$ cat config.mk
export PLATFORM = sky130hd
export DESIGN_NAME = life_stream_stepper
export DESIGN_NICKNAME = d
export VERILOG_FILES = /design/src/rtl/life_stream_stepper.sv
export SDC_FILE = /design/constraint.sdc
export NUM_CORES = 1
export LEC_CHECK = 0
export BUFFER_PORTS_ARGS = -buffer_cell sky130_fd_sc_hd__buf_2
export CORE_ASPECT_RATIO = 0.75
export CORE_UTILIZATION = 40
export DETAILED_ROUTE_END_ITERATION = 10
export SETUP_SLACK_MARGIN = 0.5
export SLEW_MARGIN = 40
export SYNTH_ARGS = -nofsm -noshare
export SYNTH_HDL_FRONTEND = slang
export SYNTH_SLANG_ARGS = --single-unit
export TNS_END_PERCENT = 1
$ cat constraint.sdc
create_clock -name CLK -period 12.7 [get_ports CLK]
set_input_delay 2.54 -clock CLK [delete_from_list [all_inputs] [get_ports CLK]]
set_output_delay 2.54 -clock CLK [all_outputs]
set_load 0.02 [all_outputs]
$ cat src/rtl/life_stream_stepper.sv
// One Conway generation over a WIDTH x HEIGHT board streamed in raster order.
// Optional macro LIFE_TORUS_EN wraps the board edges toroidally.

module full_adder_3_bit_to_4_bit (
    input  logic [2:0] a,
    input  logic [2:0] b,
    output logic [3:0] sum
);
    assign sum = {1'b0, a} + {1'b0, b};
endmodule

module life_stream_stepper #(
    parameter int WIDTH  = 8,
    parameter int HEIGHT = 8
) (
    input  logic       CLK,
    input  logic       RST_N,
    input  logic       IN_VALID,
    output logic       IN_READY,
    input  logic       IN_CELL,
    output logic       OUT_VALID,
    input  logic       OUT_READY,
    output logic       OUT_CELL,
    output logic       OUT_LAST,
    output logic [7:0] GEN_COUNT
);
    localparam int N  = WIDTH * HEIGHT;
    localparam int IW = $clog2(N);
    localparam int RW = $clog2(HEIGHT);
    localparam int CW = $clog2(WIDTH);

    typedef enum logic {LOAD, EMIT} state_t;

    state_t          state_q, state_d;
    logic [N-1:0]    board_q, board_d;
    logic [RW-1:0]   row_q, row_d;
    logic [CW-1:0]   col_q, col_d;
    logic [7:0]      gen_q, gen_d;

    logic [IW-1:0]   cur_idx;
    logic            last;
    logic [RW-1:0]   r_up, r_dn;
    logic [CW-1:0]   c_lf, c_rt;
    logic            up_ok, dn_ok, lf_ok, rt_ok;
    logic            nw, n, ne, w, e, sw, s, se, self_cell;
    logic [2:0]      top, bot, mid;
    logic [3:0]      sum_tb, count;
    logic            sum_tb_msb_unused;
    logic            alive;
    logic            adv;

    assign cur_idx = IW'(int'(row_q) * WIDTH + int'(col_q));
    assign last    = (row_q == RW'(HEIGHT - 1)) && (col_q == CW'(WIDTH - 1));

    // Off-board neighbours are masked by the *_ok flags, never indexed.
    function automatic logic cell_at(input logic ok, input logic [RW-1:0] r,
                                     input logic [CW-1:0] c);
        logic [IW-1:0] i;
        i = IW'(int'(r) * WIDTH + int'(c));
        if (!ok) return 1'b0;
        return board_q[i];
    endfunction

    always_comb begin
`ifdef LIFE_TORUS_EN
        up_ok = 1'b1;
        dn_ok = 1'b1;
        lf_ok = 1'b1;
        rt_ok = 1'b1;
        r_up  = (row_q == '0) ? RW'(HEIGHT - 1) : row_q - RW'(1);
        r_dn  = (row_q == RW'(HEIGHT - 1)) ? '0 : row_q + RW'(1);
        c_lf  = (col_q == '0) ? CW'(WIDTH - 1) : col_q - CW'(1);
        c_rt  = (col_q == CW'(WIDTH - 1)) ? '0 : col_q + CW'(1);
`else
        up_ok = (row_q != '0);
        dn_ok = (row_q != RW'(HEIGHT - 1));
        lf_ok = (col_q != '0);
        rt_ok = (col_q != CW'(WIDTH - 1));
        r_up  = row_q - RW'(1);
        r_dn  = row_q + RW'(1);
        c_lf  = col_q - CW'(1);
        c_rt  = col_q + CW'(1);
`endif
    end

    always_comb begin
        nw        = cell_at(up_ok & lf_ok, r_up,  c_lf);
        n         = cell_at(up_ok,         r_up,  col_q);
        ne        = cell_at(up_ok & rt_ok, r_up,  c_rt);
        w         = cell_at(lf_ok,         row_q, c_lf);
        e         = cell_at(rt_ok,         row_q, c_rt);
        sw        = cell_at(dn_ok & lf_ok, r_dn,  c_lf);
        s         = cell_at(dn_ok,         r_dn,  col_q);
        se        = cell_at(dn_ok & rt_ok, r_dn,  c_rt);
        self_cell = board_q[cur_idx];
        top       = {2'b0, nw} + {2'b0, n} + {2'b0, ne};
        bot       = {2'b0, sw} + {2'b0, s} + {2'b0, se};
        mid       = {2'b0, w} + {2'b0, e};
    end

    full_adder_3_bit_to_4_bit u_add_tb (.a(top), .b(bot), .sum(sum_tb));
    // top+bot is at most 6, so the low three bits carry the whole value.
    full_adder_3_bit_to_4_bit u_add_all (.a(sum_tb[2:0]), .b(mid), .sum(count));
    assign sum_tb_msb_unused = sum_tb[3];

    assign alive     = (count == 4'd3) || (self_cell && (count == 4'd2));
    assign GEN_COUNT = gen_q;

    always_comb begin
        state_d   = state_q;
        board_d   = board_q;
        row_d     = row_q;
        col_d     = col_q;
        gen_d     = gen_q;
        IN_READY  = 1'b0;
        OUT_VALID = 1'b0;
        OUT_CELL  = 1'b0;
        OUT_LAST  = 1'b0;
        adv       = 1'b0;
        case (state_q)
            LOAD: begin
                IN_READY = 1'b1;
                if (IN_VALID) begin
                    board_d[cur_idx] = IN_CELL;
                    adv              = 1'b1;
                    if (last) state_d = EMIT;
                end
            end
            EMIT: begin
                OUT_VALID = 1'b1;
                OUT_CELL  = alive;
                OUT_LAST  = last;
                if (OUT_READY) begin
                    adv = 1'b1;
                    if (last) begin
                        gen_d   = gen_q + 8'd1;
                        state_d = LOAD;
                    end
                end
            end
            default: state_d = LOAD;
        endcase
        if (adv) begin
            if (last) begin
                row_d = '0;
                col_d = '0;
            end else if (col_q == CW'(WIDTH - 1)) begin
                col_d = '0;
                row_d = row_q + RW'(1);
            end else begin
                col_d = col_q + CW'(1);
            end
        end
    end

    always_ff @(posedge CLK or negedge RST_N) begin
        if (!RST_N) begin
            state_q <= LOAD;
            board_q <= '0;
            row_q   <= '0;
            col_q   <= '0;
            gen_q   <= '0;
        end else begin
            state_q <= state_d;
            board_q <= board_d;
            row_q   <= row_d;
            col_q   <= col_d;
            gen_q   <= gen_d;
        end
    end
endmodule

Word level (Yosys, flattened, before mapping):

Cells that the tools add are included.

* flip-flop bits (word level): 79
* input port bits: 5
* output and inout port bits: 12
* logic and storage cells: 102

* $add $sub $neg: 21
* magnitude comparators: 10
* equal/unequal tests: 6
* multiplexer cells: 45
* bitwise logic cells: 5
* reduce and logical (&&, ||, !) cells: 10

Operators by type and width (count)
* bitwise mux 64 bit: 1
* < comparator 6 x 7 -> 1 bit (second input constant): 9
* adder 6 x 3 -> 6 bit: 9
* binary-select mux 1 bit (select 6 bit): 9
* 2-to-1 mux 1 bit: 28
* 2-to-1 mux 3 bit: 4
* adder 8 x 1 -> 8 bit (second input constant): 1
* == test 4 x 2 -> 1 bit (second input constant): 2
* adder 1 x 1 -> 2 bit: 3
* adder 2 x 1 -> 3 bit: 2
* adder 3 x 1 -> 3 bit (second input constant): 2
* demux 1 bit (select 6 bit): 1
* == test 3 bit (second input constant): 2
* greater-or-equal comparator 6 x 1 -> 1 bit (second input constant): 1
* inequality test 3 bit (second input constant): 2
* nonzero test 3 bit: 2
* subtractor 3 x 1 -> 3 bit (second input constant): 2
* adder 3 x 2 -> 4 bit: 1
* bitwise AND 1 bit: 4
* one-hot mux 1 bit (2 select lines): 2
* AND reduction 2 bit: 2
* adder 3 bit: 1
* logical AND 1 bit: 3
* AND reduction 3 bit: 1
* other kinds (3): 3

Longest topological paths before layout:

Gate-level depths: netlist of run 1.

* depth after elaboration: 13
* depth in mapped cells: 25
* depth with buffers taken out: 18

Cells and area by module:

From an unflattened synthesis of run 1, not the netlist that was laid out.

* cell total of the unflattened synthesis: 585
* area, all modules: 6083.3 um^2

Modules (own cells, without submodules)
* life_stream_stepper: instances 1, cells an instance 561, area an instance 5893.2 um^2, sequential area each 1976.9 um^2
* full_adder_3_bit_to_4_bit: instances 2, cells an instance 12, area an instance 95.1 um^2, sequential area each 0.0 um^2

Worst setup path after synthesis of run 1:

Ideal clock, no wire load.

* kind: register to output
* start point: register col_q[0]
* end point: output port OUT_CELL
* arrival time: 5918 ps
* required time: 10160 ps
* path slack: 4242 ps
* stages on the path, launching flop included: 24
* buffers on the path: 7
* cells stage by stage: dfrtp_1 buf_6 buf_6 buf_6 clkinv_1 buf_2 ha_1 buf_2 buf_2 buf_2 mux4_2 mux2_2 a22oi_1 o21ai_1 o31ai_1 fa_1 fa_1 inv_1 fa_1 ha_1 fa_1 o21ai_0 and3_1 o311a_1

* word-level cells in the longest chain between the ends: 13
* elaborated cells on any way between the ends: 55
* those cells by class: add/sub: 18; eq/ne: 3; mux: 27; bitwise: 4; reduce/logical: 3

Ends and longest elaborated chain
* start, declared: line 37 `logic [CW-1:0] col_q, col_d;`
* start signal, assigned: line 167 `col_q <= col_d;`
* subtractor 3 x 1 -> 3 bit: line 81 `c_lf = col_q - CW'(1);`
* adder 6 x 3 -> 6 bit: line 59 `i = IW'(int'(r) * WIDTH + int'(c));`
* binary-select mux 1 bit (select 6 bit): line 61 `return board_q[i];`
* 2-to-1 mux 1 bit (implied by the code): line 61
* 2-to-1 mux 1 bit: line 61
* adder 1 x 1 -> 2 bit (on tied branches): line 96, 97
* adder 2 x 1 -> 3 bit (on tied branches): line 96, 97
* adder 3 bit: line 9 `assign sum = {1'b0, a} + {1'b0, b};`
* adder 3 x 2 -> 4 bit: line 9
* == test 4 x 2 -> 1 bit: line 106 `assign alive = (count == 4'd3) || (self_cell && (count == 4'd2));`
* logical AND 1 bit: line 106
* logical OR 1 bit *: line 106
* 2-to-1 mux 1 bit *: line 120 `case (state_q)`
* end, declared: line 23 `output logic OUT_CELL,`

Every way passes the cells marked *; elsewhere a longest branch is shown, timed or not. The select of a mux whose other input is x is not followed.

Worst setup path after layout of run 1:

Ends and elaborated chain as after synthesis.

==> out/qor.csv, run 1 <==
metric;value;unit
pre-CTS setup slack;3.11;ns
Sw Ratio;42.1;%
Post-Syn Area;6050;um^2
CP peak stage delay;0.71;ns
synth cell count leaders;nand2_1 (88), dfrtp_1 (79), mux2_2 (71), mux4_2 (57), nor2_1 (50);
Worst EP required;10.16;ns
Yosys warning count;0;
net switching power;0.426;mW
Tot GR Track Use;22.7;%
post-synth top area cell;dfrtp_1;
Logic pwr share;47.7;%
IO buf count;16;
Setup Crit Path Kind;reg -> out;
Tcrit/Tclk final;78.3;%
worst hold path type;reg -> reg;
Cell Rows;38;
worst slew pin tran;0.753;ns
area post-placement;6260;um^2
Final Core Density;44.8;%
top post-synthesis cells by area;dfrtp_1 (33%), mux4_2 (21%), mux2_2 (13%);
Synth Register Bits;79;
Layout Cell Area excl Fill;6550;um^2
CP cell instances;buf_4 > clkinv_1 > ha_1 > xor2_2 > buf_4 > mux4_2 > mux2_2 > a21oi_1 > o21ai_1 > a211oi_2 > fa_1 > fa_1 > inv_1 > fa_1 > ha_1 > fa_1 > o21ai_0 > and3_1 > o311a_1 > buf_2;
Post-synth EDFFs;0;
Max Freq;101;MHz
cts bufs inserted;9;
initial antenna violation count;0;
CTS Root Cell;clkbuf_16;
Final Max Slew Viols;0;
Buf/Inv on CP;5;
max_cap viols;0;
slowest CP cell;clkinv_1;
share of the synthesized area in the top cell type;32.7;%
Fillers;1364;
Worst Slack Setup Final;2.76;ns
Tmin final;9.94;ns
most frequent CP cell;fa_1;
io pins;17;
FF+latch area;1980;um^2
layout cells sized above 1;32.3;%
Synth async-reset ratio;100;%
global-route wire length before repair;25800;um
vias in the first global route;4345;
Setup Fix Bufs, Post-CTS;0;
RSZ-0062 raised after global routing;no;
Setup TNS Final;0;ns
mux contribution to synthesized area;39.3;%
simple-gate portion of the synthesized area;13.8;%
Synth Area in Compound Gates;4.71;%
post-CTS sizing;0;
Final setup viols;0;
H-tree levels;3;
Final Hold Fails;0;
DR vias;4573;
Adder-Cell Fraction of Synth Area;3.80;%
XOR/XNOR share of the synthesized area;1.57;%
PwrDens;154;nW/um^2
RePlAce Congestion;0.942;
post-route ant nets;0;
Cell Int Power;0.585;mW
Critical Path End Type;output pin;
synthesis-to-layout area growth;8.15;%
starting density of the core;41.5;%
Flop pwr share;28.4;%
Initial DRT Pass Iterations;7;
Clock Power Share;23.9;%
largest net degree at the start of global routing;80;
total core area;14600;um^2
status;finished clean;
Syn Area/Cell;11.2;um^2
CTS tree;built;
CTS max path bufs;2;
Avg WL per Cell;22.0;um
Post-Syn Instances;540;
clock slew at reported path FFs;0.06;ns
drt via density;6.22;
clock skew;0.00593;ns
count of clock tree sinks;79;
# nets final;552;
sequential area share after synthesis;32.7;%
leak pwr;2.81;nW
GR Overflow Total;0;
Clock Latency Late Sink;0.34;ns
Crit Path Max Fanout;46;
most common cell in the netlist;nand2_1;
ys flop type;dfrtp_1;
Max-Slew Margin vs Limit;49.4;%
multi-input logic area;3870;um^2
crit start category;register;
die area;15600;um^2
# DRC;0;
maximum vdd drop;0.0931;mV
syn nets;561;
Die Height;109;um
hold_buf cts;0;
Routed WL;16200;um
ANT cells;0;
die span in x;144;um
WP data arrival;7.40;ns
cell family with most CP delay;adder cells;
post-DP HPWL;11500;um
initial drt markers;502;
main combinational cell family by area after synthesis;multiplexers;
Distinct cells, synth;45;
## cells in the final DEF, fill, tap and decap left out, types with 2 or more instances in the layout
master / netlist / layout
nor3_1: 13 / 10
nand2_1: 88 / 88
and3_1: 4 / 4
dfrtp_2: 0 / 3
xor2_1: 2 / 2
buf_2: 10 / 14
o2111ai_1: 2 / 2
xnor2_1: 7 / 7
nand4_1: 5 / 5
o21ai_0: 8 / 8
dfrtp_1: 79 / 76
a22oi_1: 3 / 3
mux4_2: 57 / 57
o41ai_1: 2 / 2
clkinv_2: 0 / 2
mux4_1: 6 / 6
buf_4: 0 / 6
nor2_1: 50 / 50
ha_1: 12 / 10
a21o_1: 4 / 4
o211ai_1: 3 / 3
clkbuf_8: 0 / 2
clkbuf_16: 0 / 9
a21oi_1: 8 / 8
or4_1: 3 / 3
o22ai_1: 3 / 3
o21ai_1: 3 / 3
nand2b_1: 3 / 3
inv_1: 9 / 9
and2_1: 2 / 2
and4_1: 2 / 2
fa_1: 4 / 4
mux2i_1: 14 / 14
nor2b_1: 3 / 3
nor3_4: 0 / 3
mux2_2: 71 / 71
nand3_1: 18 / 18
## state kept, by name, summed over array words and instances (netlist names)
signal	count
state_q	1
col_q	3
board_q	64
row_q	3
GEN_COUNT	8
## worst paths after layout
kind	startpoint	to	slack [ns]	cells past startpoint
worst min-delay path	GEN_COUNT[7]	GEN_COUNT[7]	0.48	1
worst max-delay path	col_q[0]	OUT_CELL	2.76	20
worst min register to register	GEN_COUNT[7]	GEN_COUNT[7]	0.48	1
min in group asynchronous	RST_N	GEN_COUNT[4]	2.21	1
max in group asynchronous	RST_N	board_q[24]	9.94	1
worst max register to register	col_q[0]	board_q[6]	9.68	7
## through the flow
stage	power, mW	hold slack, ns	instances
floorplan	0.682	0.506	540
global placement	0.754	0.469	720
detailed placement	0.768	0.463	720
CTS	1.02	0.482	735
global route	1.07	0.501	735
finish	1.01	0.481	735
## power by group through the flow
stage               Sequential (mW)  Combinational, mW  Clock [mW]
floorplan                     0.272              0.410           0
finish                        0.287              0.482       0.242
global route                  0.288              0.524       0.256
detailed placement            0.290              0.478           0
global placement              0.288              0.466           0
CTS                           0.286              0.480       0.250
## cells by family after synthesis
family | after synthesis
fa+ha+maj | 16
buf+inv | 51
flops | 79
simple gates | 193
mux | 148
compound gates | 43
xor+xnor | 10
## cell type report
| type | count | area share, % |
|---|---|---|
| multi-input combinational | 410 | 59.2 |
| sequential | 79 | 30.3 |
| clock buffer | 12 | 3.92 |
| tap | 200 | 3.82 |
| timing repair buffer | 21 | 1.93 |
| inverter | 10 | 0.574 |
| clock inverter | 3 | 0.287 |
## routing by layer
| metal | up-vias | track usage (%) | wire length (um) |
|---|---|---|---|
| met3 | 30 | 6.91 | 1580 |
| met2 | 214 | 32.2 | 6920 |
| met5 | - | 0 | 0 |
| li1 | 1998 | - | - |
| met4 | 0 | 7.52 | 397 |
| met1 | 2331 | 32.9 | 7300 |
No activity file was read; power rests on OpenSTA's default activity.
==> run 2: changes to the inputs <==
- clock period: 12.7 -> 9.74 ns (I/O delays scaled with it)
==> run 2 against run 1 <==
Highest routed layer unchanged. Utilization increased by 0.36 points. Cell count rose by 0.27%. Clock skew rose by 0.00071 ns. Wire length up 3.4%.
==> out/qor.csv, run 2 (synthesis gave the netlist of run 1 again) <==
metric;value;unit;change
status;finished clean;;
Hold Crit Depth;1;;unchanged
CTS max path bufs;2;;unchanged
initial drt markers;638;;+27%
Tot GR Track Use;23.1;%;+0.37 points
post-CTS sizing;0;;unchanged
Cell Rows;38;;unchanged
CTS tree;built;;
# DRC;0;;unchanged
Cell Int Power;0.804;mW;+37%
clock slew at reported path FFs;0.07;ns;about the same
Crit Reg-Reg Endpoint;GEN_COUNT[7];;
R2R depth;9;;+2
RePlAce Congestion;0.952;;+1.1%
synthesis-to-layout area growth;9.01;%;
hold_buf cts;0;;unchanged
fin cells;737;;+0.27%
Die Height;109;um;unchanged
Setup Fix Bufs, Post-CTS;0;;unchanged
slowest CP cell;ha_2;;
Sw Ratio;41.9;%;-0.25 points
CTS Root Cell;clkbuf_16;;
DR vias;4651;;+1.7%
Setup TNS Final;0;ns;unchanged
H-tree levels;3;;unchanged
max_cap viols;0;;unchanged
Max Freq;115;MHz;
Clock Latency Late Sink;0.35;ns;about the same
ANT cells;0;;unchanged
FF-to-FF Start;col_q[0];;
post-route ant nets;0;;unchanged
Final Max Slew Viols;0;;unchanged
Flop pwr share;26.0;%;-2.4 points
cell family with most CP delay;adder cells;;
cts bufs inserted;9;;unchanged
Initial DRT Pass Iterations;5;;-2
Logic pwr share;47.5;%;-0.2 points
die span in x;144;um;unchanged
total core area;14600;um^2;unchanged
GR Overflow Total;0;;unchanged
Buf/Inv on CP;5;;unchanged
worst hold path type;reg -> reg;;
most common cell after layout, fill and taps aside;nand2_1;;
Hold Crit Endpoint;GEN_COUNT[7];;
register-to-register setup slack;7.00;ns;-2.68 ns
dpl cells;722;;+0.28%
most frequent CP cell;fa_1;;
# nets final;554;;+0.36%
stages on the worst setup path;19;;-5.0%
maximum vdd drop;0.136;mV;+46%
largest net degree at the start of global routing;80;;unchanged
initial antenna violation count;0;;unchanged
Largest Register;board_q;;
crit start category;register;;
Max-Slew Margin vs Limit;49.1;%;-0.32 points
WP data arrival;6.71;ns;-0.69 ns
post-DP HPWL;11600;um;+1.3%
Clock Power Share;26.5;%;+2.6 points
flip-flop count of the largest register after layout;64;;unchanged
worst slew pin tran;0.758;ns;+0.00480 ns
io pins;17;;unchanged
Routed WL;16700;um;+3.4%
Worst Hold Launch;GEN_COUNT[7];;
leak pwr;2.83;nW;+0.73%
vias in the first global route;4512;;+3.8%
Final Hold Fails;0;;unchanged
Setup Crit Path Kind;reg -> out;;
Tcrit/Tclk final;88.9;%;
Final setup viols;0;;unchanged
IO buf count;16;;unchanged
Tmin final;8.66;ns;
Avg WL per Cell;22.7;um;+3.1%
total power;1.38;mW;+37%
most frequent cells in the layout;nand2_1 (88), dfrtp_1 (77), mux2_2 (71);;
global-route wire length before repair;26600;um;+3.2%
CP cell instances;buf_4 > inv_1 > ha_2 > buf_4 > mux4_2 > mux2_2 > a21oi_1 > o21ai_1 > a211oi_2 > fa_1 > fa_1 > inv_1 > fa_1 > ha_1 > fa_1 > o21ai_0 > and3_1 > o311a_1 > buf_2;;
count of clock tree sinks;79;;unchanged
PwrDens;210;nW/um^2;+36%
Crit Path Max Fanout;24;;-48%
CP peak stage delay;0.84;ns;+0.13 ns
net switching power;0.579;mW;+36%
Critical Path End Type;output pin;;
die area;15600;um^2;unchanged
RSZ-0062 raised after global routing;no;;
layout cells sized above 1;32.6;%;+0.25 points
starting density of the core;41.5;%;unchanged
drt via density;6.31;;+1.4%
clock skew;0.00664;ns;+0.000708 ns
Worst EP required;7.79;ns;-2.37 ns
-- run 2: stage by stage --
stage / hold WS, ns / area [um^2] / util, % / setup WS (ns)
floorplan: 0.506 / 6050 / - / 1.87
global placement: 0.460 / 6250 / 42.8 / 1.73
detailed placement: 0.463 / 6280 / 43.0 / 1.49
CTS: 0.475 / 6600 / 45.2 / 1.13
global route: 0.505 / 6600 / 45.2 / 0.717
finish: 0.473 / 6600 / 45.2 / 1.08
-- run 2: final cells by class --
class,instances,area [um^2]
clock buffers,10,229
inverters,10,37.5
repair buffers,23,141
flip-flops and latches,79,1980
well taps,200,250
multi-input cells,410,3880
fillers,1338,8000
clock inverters,5,83.8
-- run 2: worst register-to-register path, cell delays in order, from the launching register on --
cell,delay [ns]
dfrtp_2,0.36
buf_4,0.50
ha_1,0.26
ha_2,0.29
nand2_1,0.13
nor2_1,0.42
nand4_1,0.20
nor2_1,0.17
nand4_1,0.15
xnor2_1,0.16
-- run 2: power by group through the flow --
stage          Sequential, mW  Combinational [mW]  Clock (mW)
3_5_place_dp            0.364               0.652           0
5_1_grt                 0.360               0.705       0.381
3_3_place_gp            0.363               0.630           0
2_1_floorplan           0.354               0.535           0
4_1_cts                 0.358               0.653       0.371
6_report                0.359               0.657       0.367
-- run 2: worst max-delay path by stage --
stage,start,end,slack [ns]
4_1_cts,col_q[1],OUT_CELL,1.13
5_1_grt,col_q[1],OUT_CELL,0.72
6_report,col_q[1],OUT_CELL,1.08
3_5_place_dp,col_q[1],OUT_CELL,1.49
3_3_place_gp,col_q[1],OUT_CELL,1.73
2_1_floorplan,col_q[0],OUT_CELL,1.87
-- run 2: routing by layer --
| layer | part of all wire, % | vias up | routed length (um) | track usage, % |
|---|---|---|---|---|
| met4 | 1.6 | 0 | 275 | 5.32 |
| li1 | - | 1992 | - | - |
| met2 | 43 | 237 | 7180 | 33.1 |
| met5 | 0 | - | 0 | 0 |
| met3 | 9.2 | 30 | 1540 | 6.47 |
| met1 | 46 | 2392 | 7750 | 34.3 |
